`config.mk`:
```
export PLATFORM = sky130hd
export DESIGN_NAME = quad_encoder_emulator
export DESIGN_NICKNAME = d
export VERILOG_FILES = /design/src/rtl/quad_encoder_emulator_pkg.sv /design/src/rtl/quad_encoder_emulator_edge_timer.sv /design/src/rtl/quad_encoder_emulator.sv
export SDC_FILE = /design/constraint.sdc
export NUM_CORES = 1
export LEC_CHECK = 0
export ABC_AREA = 1
export CORE_MARGIN = 5
export CORE_UTILIZATION = 30
export DETAILED_ROUTE_END_ITERATION = 8
export MAX_ROUTING_LAYER = met4
export PLACE_DENSITY_LB_ADDON = 0.12
export SYNTH_ARGS = -nofsm -noshare
export SYNTH_HDL_FRONTEND = slang
export SYNTH_SLANG_ARGS = --single-unit
```
`constraint.sdc`:
```
create_clock -name i_clk -period 18.39 [get_ports i_clk]
set_input_delay 5.517 -clock i_clk [delete_from_list [all_inputs] [get_ports i_clk]]
set_output_delay 5.517 -clock i_clk [all_outputs]
set_load 0.05 [all_outputs]
```
`src/rtl/quad_encoder_emulator_pkg.sv`:
```
// Shared quadrature definitions: the {a,b} position encoding and one-step moves
// along the forward (Q00->Q10->Q11->Q01) and backward sequences.
package quad_encoder_emulator_pkg;

    typedef enum logic [1:0] {
        Q00 = 2'b00,
        Q10 = 2'b10,
        Q11 = 2'b11,
        Q01 = 2'b01
    } quad_state_t;

    function automatic quad_state_t quad_next(input quad_state_t q);
        quad_state_t r;
        unique case (q)
            Q00:     r = Q10;
            Q10:     r = Q11;
            Q11:     r = Q01;
            Q01:     r = Q00;
            default: r = Q00;
        endcase
        return r;
    endfunction

    function automatic quad_state_t quad_prev(input quad_state_t q);
        quad_state_t r;
        unique case (q)
            Q00:     r = Q01;
            Q01:     r = Q11;
            Q11:     r = Q10;
            Q10:     r = Q00;
            default: r = Q00;
        endcase
        return r;
    endfunction

endpackage

```
`src/rtl/quad_encoder_emulator_edge_timer.sv`:
```
// Saturating cycles-since-last-edge counter; o_expired means another edge may be emitted.
module quad_encoder_emulator_edge_timer #(
    parameter int PERIOD_WIDTH = 16
) (
    input  logic                    i_clk,
    input  logic                    i_rst,
    input  logic                    i_clear,
    input  logic [PERIOD_WIDTH-1:0] i_period,
    output logic                    o_expired
);

    localparam logic [PERIOD_WIDTH-1:0] P_ONE = {{(PERIOD_WIDTH-1){1'b0}}, 1'b1};

    logic [PERIOD_WIDTH-1:0] timer_q, timer_d;
    logic [PERIOD_WIDTH-1:0] period_eff;

    always_comb begin
        timer_d = timer_q;
        if (i_clear) begin
            timer_d = '0;
        end else if (timer_q != '1) begin
            timer_d = timer_q + P_ONE;
        end
    end

    // Starting saturated lets the first edge after reset go out without delay.
    always_ff @(posedge i_clk) begin
        if (i_rst) begin
            timer_q <= '1;
        end else begin
            timer_q <= timer_d;
        end
    end

    assign period_eff = (i_period == '0) ? P_ONE : i_period;
    assign o_expired  = (timer_q >= (period_eff - P_ONE));

endmodule

```
`src/rtl/quad_encoder_emulator.sv`:
```
// Quadrature A/B generator: step requests accumulate in a signed pending counter
// which is drained one A/B edge at a time, no faster than the programmed spacing.
module quad_encoder_emulator
    import quad_encoder_emulator_pkg::*;
#(
    parameter int CNT_WIDTH    = 16,
    parameter int PERIOD_WIDTH = 16
) (
    input  logic                        i_clk,
    input  logic                        i_rst,
    input  logic                        i_step,
    input  logic                        i_dir,
    input  logic                        i_polarity,
    input  logic [PERIOD_WIDTH-1:0]     i_period,
    input  logic                        i_enable,
    input  logic                        i_clear,
    output logic                        o_a,
    output logic                        o_b,
    output logic signed [CNT_WIDTH-1:0] o_pending,
    output logic                        o_busy,
    output logic                        o_overflow
);

    localparam logic signed [CNT_WIDTH:0] LIMIT     = {2'b00, {(CNT_WIDTH-1){1'b1}}};
    localparam logic signed [CNT_WIDTH:0] NEG_LIMIT = -LIMIT;
    localparam logic signed [CNT_WIDTH:0] ONE       = {{CNT_WIDTH{1'b0}}, 1'b1};
    localparam logic signed [CNT_WIDTH:0] MINUS_ONE = '1;

    quad_state_t                 state_q, state_d;
    logic signed [CNT_WIDTH-1:0] pending_q, pending_d;
    logic                        overflow_q, overflow_d;

    logic                        expired;
    logic                        emit;
    logic                        pending_nz;
    logic                        pending_pos;
    logic                        step_fwd;
    logic signed [CNT_WIDTH:0]   pend_ext;
    logic signed [CNT_WIDTH:0]   req_delta;
    logic signed [CNT_WIDTH:0]   emit_delta;
    logic signed [CNT_WIDTH:0]   after_emit;
    logic signed [CNT_WIDTH:0]   net;
    logic                        saturate;

    quad_encoder_emulator_edge_timer #(
        .PERIOD_WIDTH(PERIOD_WIDTH)
    ) u_timer (
        .i_clk     (i_clk),
        .i_rst     (i_rst),
        .i_clear   (emit),
        .i_period  (i_period),
        .o_expired (expired)
    );

    assign pending_nz  = |pending_q;
    assign pending_pos = pending_nz & ~pending_q[CNT_WIDTH-1];
    assign emit        = i_enable & ~i_clear & pending_nz & expired;

    // Positive steps run forward when polarity is 1, so a reader with the same
    // polarity reports the requested direction.
    assign step_fwd = (pending_pos == i_polarity);

    // One extra bit of headroom so the saturation test sees the true net value.
    always_comb begin
        pend_ext   = {pending_q[CNT_WIDTH-1], pending_q};
        req_delta  = i_step ? (i_dir ? ONE : MINUS_ONE) : '0;
        emit_delta = emit ? (pending_pos ? ONE : MINUS_ONE) : '0;
        after_emit = pend_ext - emit_delta;
        net        = after_emit + req_delta;
        saturate   = (net > LIMIT) || (net < NEG_LIMIT);
    end

    always_comb begin
        pending_d  = net[CNT_WIDTH-1:0];
        overflow_d = 1'b0;
        if (i_clear) begin
            pending_d = '0;
        end else if (i_step && saturate) begin
            pending_d  = after_emit[CNT_WIDTH-1:0];
            overflow_d = 1'b1;
        end
    end

    always_comb begin
        state_d = state_q;
        if (emit) begin
            state_d = step_fwd ? quad_next(state_q) : quad_prev(state_q);
        end
    end

    always_ff @(posedge i_clk) begin
        if (i_rst) begin
            state_q    <= Q00;
            pending_q  <= '0;
            overflow_q <= 1'b0;
        end else begin
            state_q    <= state_d;
            pending_q  <= pending_d;
            overflow_q <= overflow_d;
        end
    end

    assign o_a        = state_q[1];
    assign o_b        = state_q[0];
    assign o_pending  = pending_q;
    assign o_busy     = pending_nz;
    assign o_overflow = overflow_q;

endmodule

```
==> reports/metrics.cfg <==
[status]
run_status=finished clean

[timing]
period_minus_slack_ps=13140
final.setup.worst_slack_ps=5250
timing.clock.skew_ps=4.53
report.final.slew_viol_count=0
max_slew_margin=0.235
max_clock_freq_mhz=76.1
accumulated_negative_setup_slack_ps=0
post-route-period-util=0.714
rsz_0062_raised_after_global_routing=false
timing.final.hold_violations=0
tightestPinTransition_ps=1140
setup_violations=0

[logic_synthesis]
yosys-mux-area-fraction=0
yosysSeqAreaShare=0.166
synthesis.area_per_instance_um2=6.15
synth_adder_area_share=0.157
synth-seq-cells=35
post_synth_xor_area_fraction=0.0825
synth_edf_count=0
synth_fp_nets=763
ys.flop_type=dfxtp_1
asyncSetResetFlopFracSynth=0
combinational_family_with_the_most_area_after_synthesis=simple AND/OR/NAND/NOR gates
post_synth_instance_area_um2=4230
synthesized_instance_count=688
netlist-cell-type-count=40
synth_area_in_compound_gates=0.112
ys_warn_count=0
synth_simple_gate_area_share=0.370

[detailed_routing]
antenna_violating_nets_left=0
vias_per_cell=4.67
wl_mm=11.7
first_iter_violations=188
route.vias.total=4249
drcViolationCount=0
drt_first_pass_iters=4
post_drt_wl_per_cell_um=12.9

[cells_and_area]
num-nets-final=803
layout.cell_area.non_filler_um2=4960
finalCoreUtilization=0.358
post_route_cells_drive_above_1_share=0.0370
syn_to_final_growth_pct=17.3
n_antenna_cell=0

[floorplanning]
die_x_um=129
placement_rows=43
io_pins=43
die_y_um=129
floorplan.core_area_um2=13900
die_outline_area_um2=16600
start_util=0.305

[min_path]
min_path_type=reg -> reg

[clock_network]
post-cts-setup-buffer-count=0
cts.reportedPaths.clkPinSlew_ps=50
cts_resized=0
number_of_buffers_on_the_longest_clock_path=2
postCtsHoldBufs=0
tritoncts_num_sinks=35
numCtsBuffers=5
cts_tree=done
cts-htree-levels=2
clk-insertion-delay-late_ps=280
cts_root_buffer=clkbuf_16

[critical_path]
critPathRequiredTime_ps=18560
timing_worst_setup_path_type=in -> reg
timing.critical_path.slowest_cell_delay_ps=570
worstSetupEndpointType=flop
crit_path_top_delay_cell=clkdlybuf4s50_1
arrival_worst_endpoint_ps=13310
crit_path_start_kind=input port
path_common_cell=nand2_1
critPathMaxFanout=32

[placed_design]
gp_routability_congestion=0.888
dp_hpwl_mm=9.80
detailedPlace.worstSlack_ps=4860
buffer_ports.inserted=42
placed_area_um2=4810

[global_route]
grt.overflow.total=0
antenna_found_initial=0
maximum_number_of_pins_on_one_net_before_global_route_repair=33
grtUsageTotal=0.144
grt_first_pass_wirelength_mm=18.9
number_of_global_route_vias_before_repair=4063

[run]
max_cap_violations=0

registers in the layout, indices dropped and copies added, names as in the netlist:
register,cells
u_timer.timer_q,16
state_q,2
o_pending,16
o_overflow,1
metrics by stage:
stage | hold slack [ps] | std cells
global route | 527 | 909
global placement | 479 | 901
CTS | 495 | 909
floorplan | 457 | 688
detailed placement | 485 | 901
finish | 491 | 909
worst max-delay path: cells and delay by family:
family	cells	cell delay, ps
XOR/XNOR	2	240
AND/OR/NAND/NOR	32	4520
AO/OA/AOI/OAI	2	460
adder cells (fa/ha/maj)	4	1360
buffers and inverters	5	1160
cell usage after synthesis, types with 2 or more instances:
cell,number,area share
nand4_1,12,0.018
dfxtp_1,35,0.17
clkbuf_1,4,0.0035
nand2_2,6,0.0089
a21o_1,4,0.0071
nor4_2,2,0.0059
fa_1,2,0.0095
o21a_1,2,0.0035
inv_1,105,0.093
nor2_2,2,0.0030
nand3b_1,5,0.0089
nand3_1,52,0.061
ha_1,50,0.15
a21oi_1,49,0.058
o21ai_0,26,0.031
xnor2_1,9,0.019
buf_6,5,0.013
or2_2,3,0.0044
nor2_1,71,0.063
nor3_1,13,0.015
nor4_1,7,0.010
nand2_1,178,0.16
xor2_1,29,0.060
logic make-up (layout without fill, tap and decap cells):
logic type | after synthesis | in the layout
xor gates and xnor gates | 39 | 39
AOI/OAI and AO/OA | 88 | 88
and+or+nand+nor | 358 | 358
adders and majority gates | 52 | 52
DFF | 35 | 35
buffers and inverters | 116 | 157
cell usage in the layout, fill, tap and decap left out, types with 9 or more instances in the layout:
cell type	count
xor2_1	29
nor3_1	13
nand4_1	12
nand2_1	178
nand3_1	52
dfxtp_1	35
inv_1	105
clkdlybuf4s50_1	42
nor2_1	71
ha_1	50
xnor2_1	9
o21ai_0	26
a21oi_1	49
final timing paths:
path | start | endpoint | slack [ps] | depth (start not counted)
worst max register to register | u_timer.timer_q[0] | o_pending[6] | 12050 | 34
worst min register to register | u_timer.timer_q[0] | u_timer.timer_q[0] | 490 | 2
worst max-delay path | i_period[5] | o_pending[6] | 5250 | 45
worst min-delay path | u_timer.timer_q[0] | u_timer.timer_q[0] | 490 | 2
layout make-up:
type	instances	area [um^2]
inverter	106	398
sequential	35	701
tap	180	225
clock buffer	8	156
multi-input combinational	537	3060
fill	1542	8920
timing repair buffer	43	428
routing by layer:
layer	vias to the layer above	part of all wire	global-route usage
li1	2309	-	-
met1	1865	0.45	0.164
met2	67	0.52	0.268
met3	8	0.028	0.0141
met4	0	0.0092	0.0395
met5	-	0	-
Power is not shown: default switching activity piles up to over one toggle a cycle in this logic, so the estimate is an artifact.
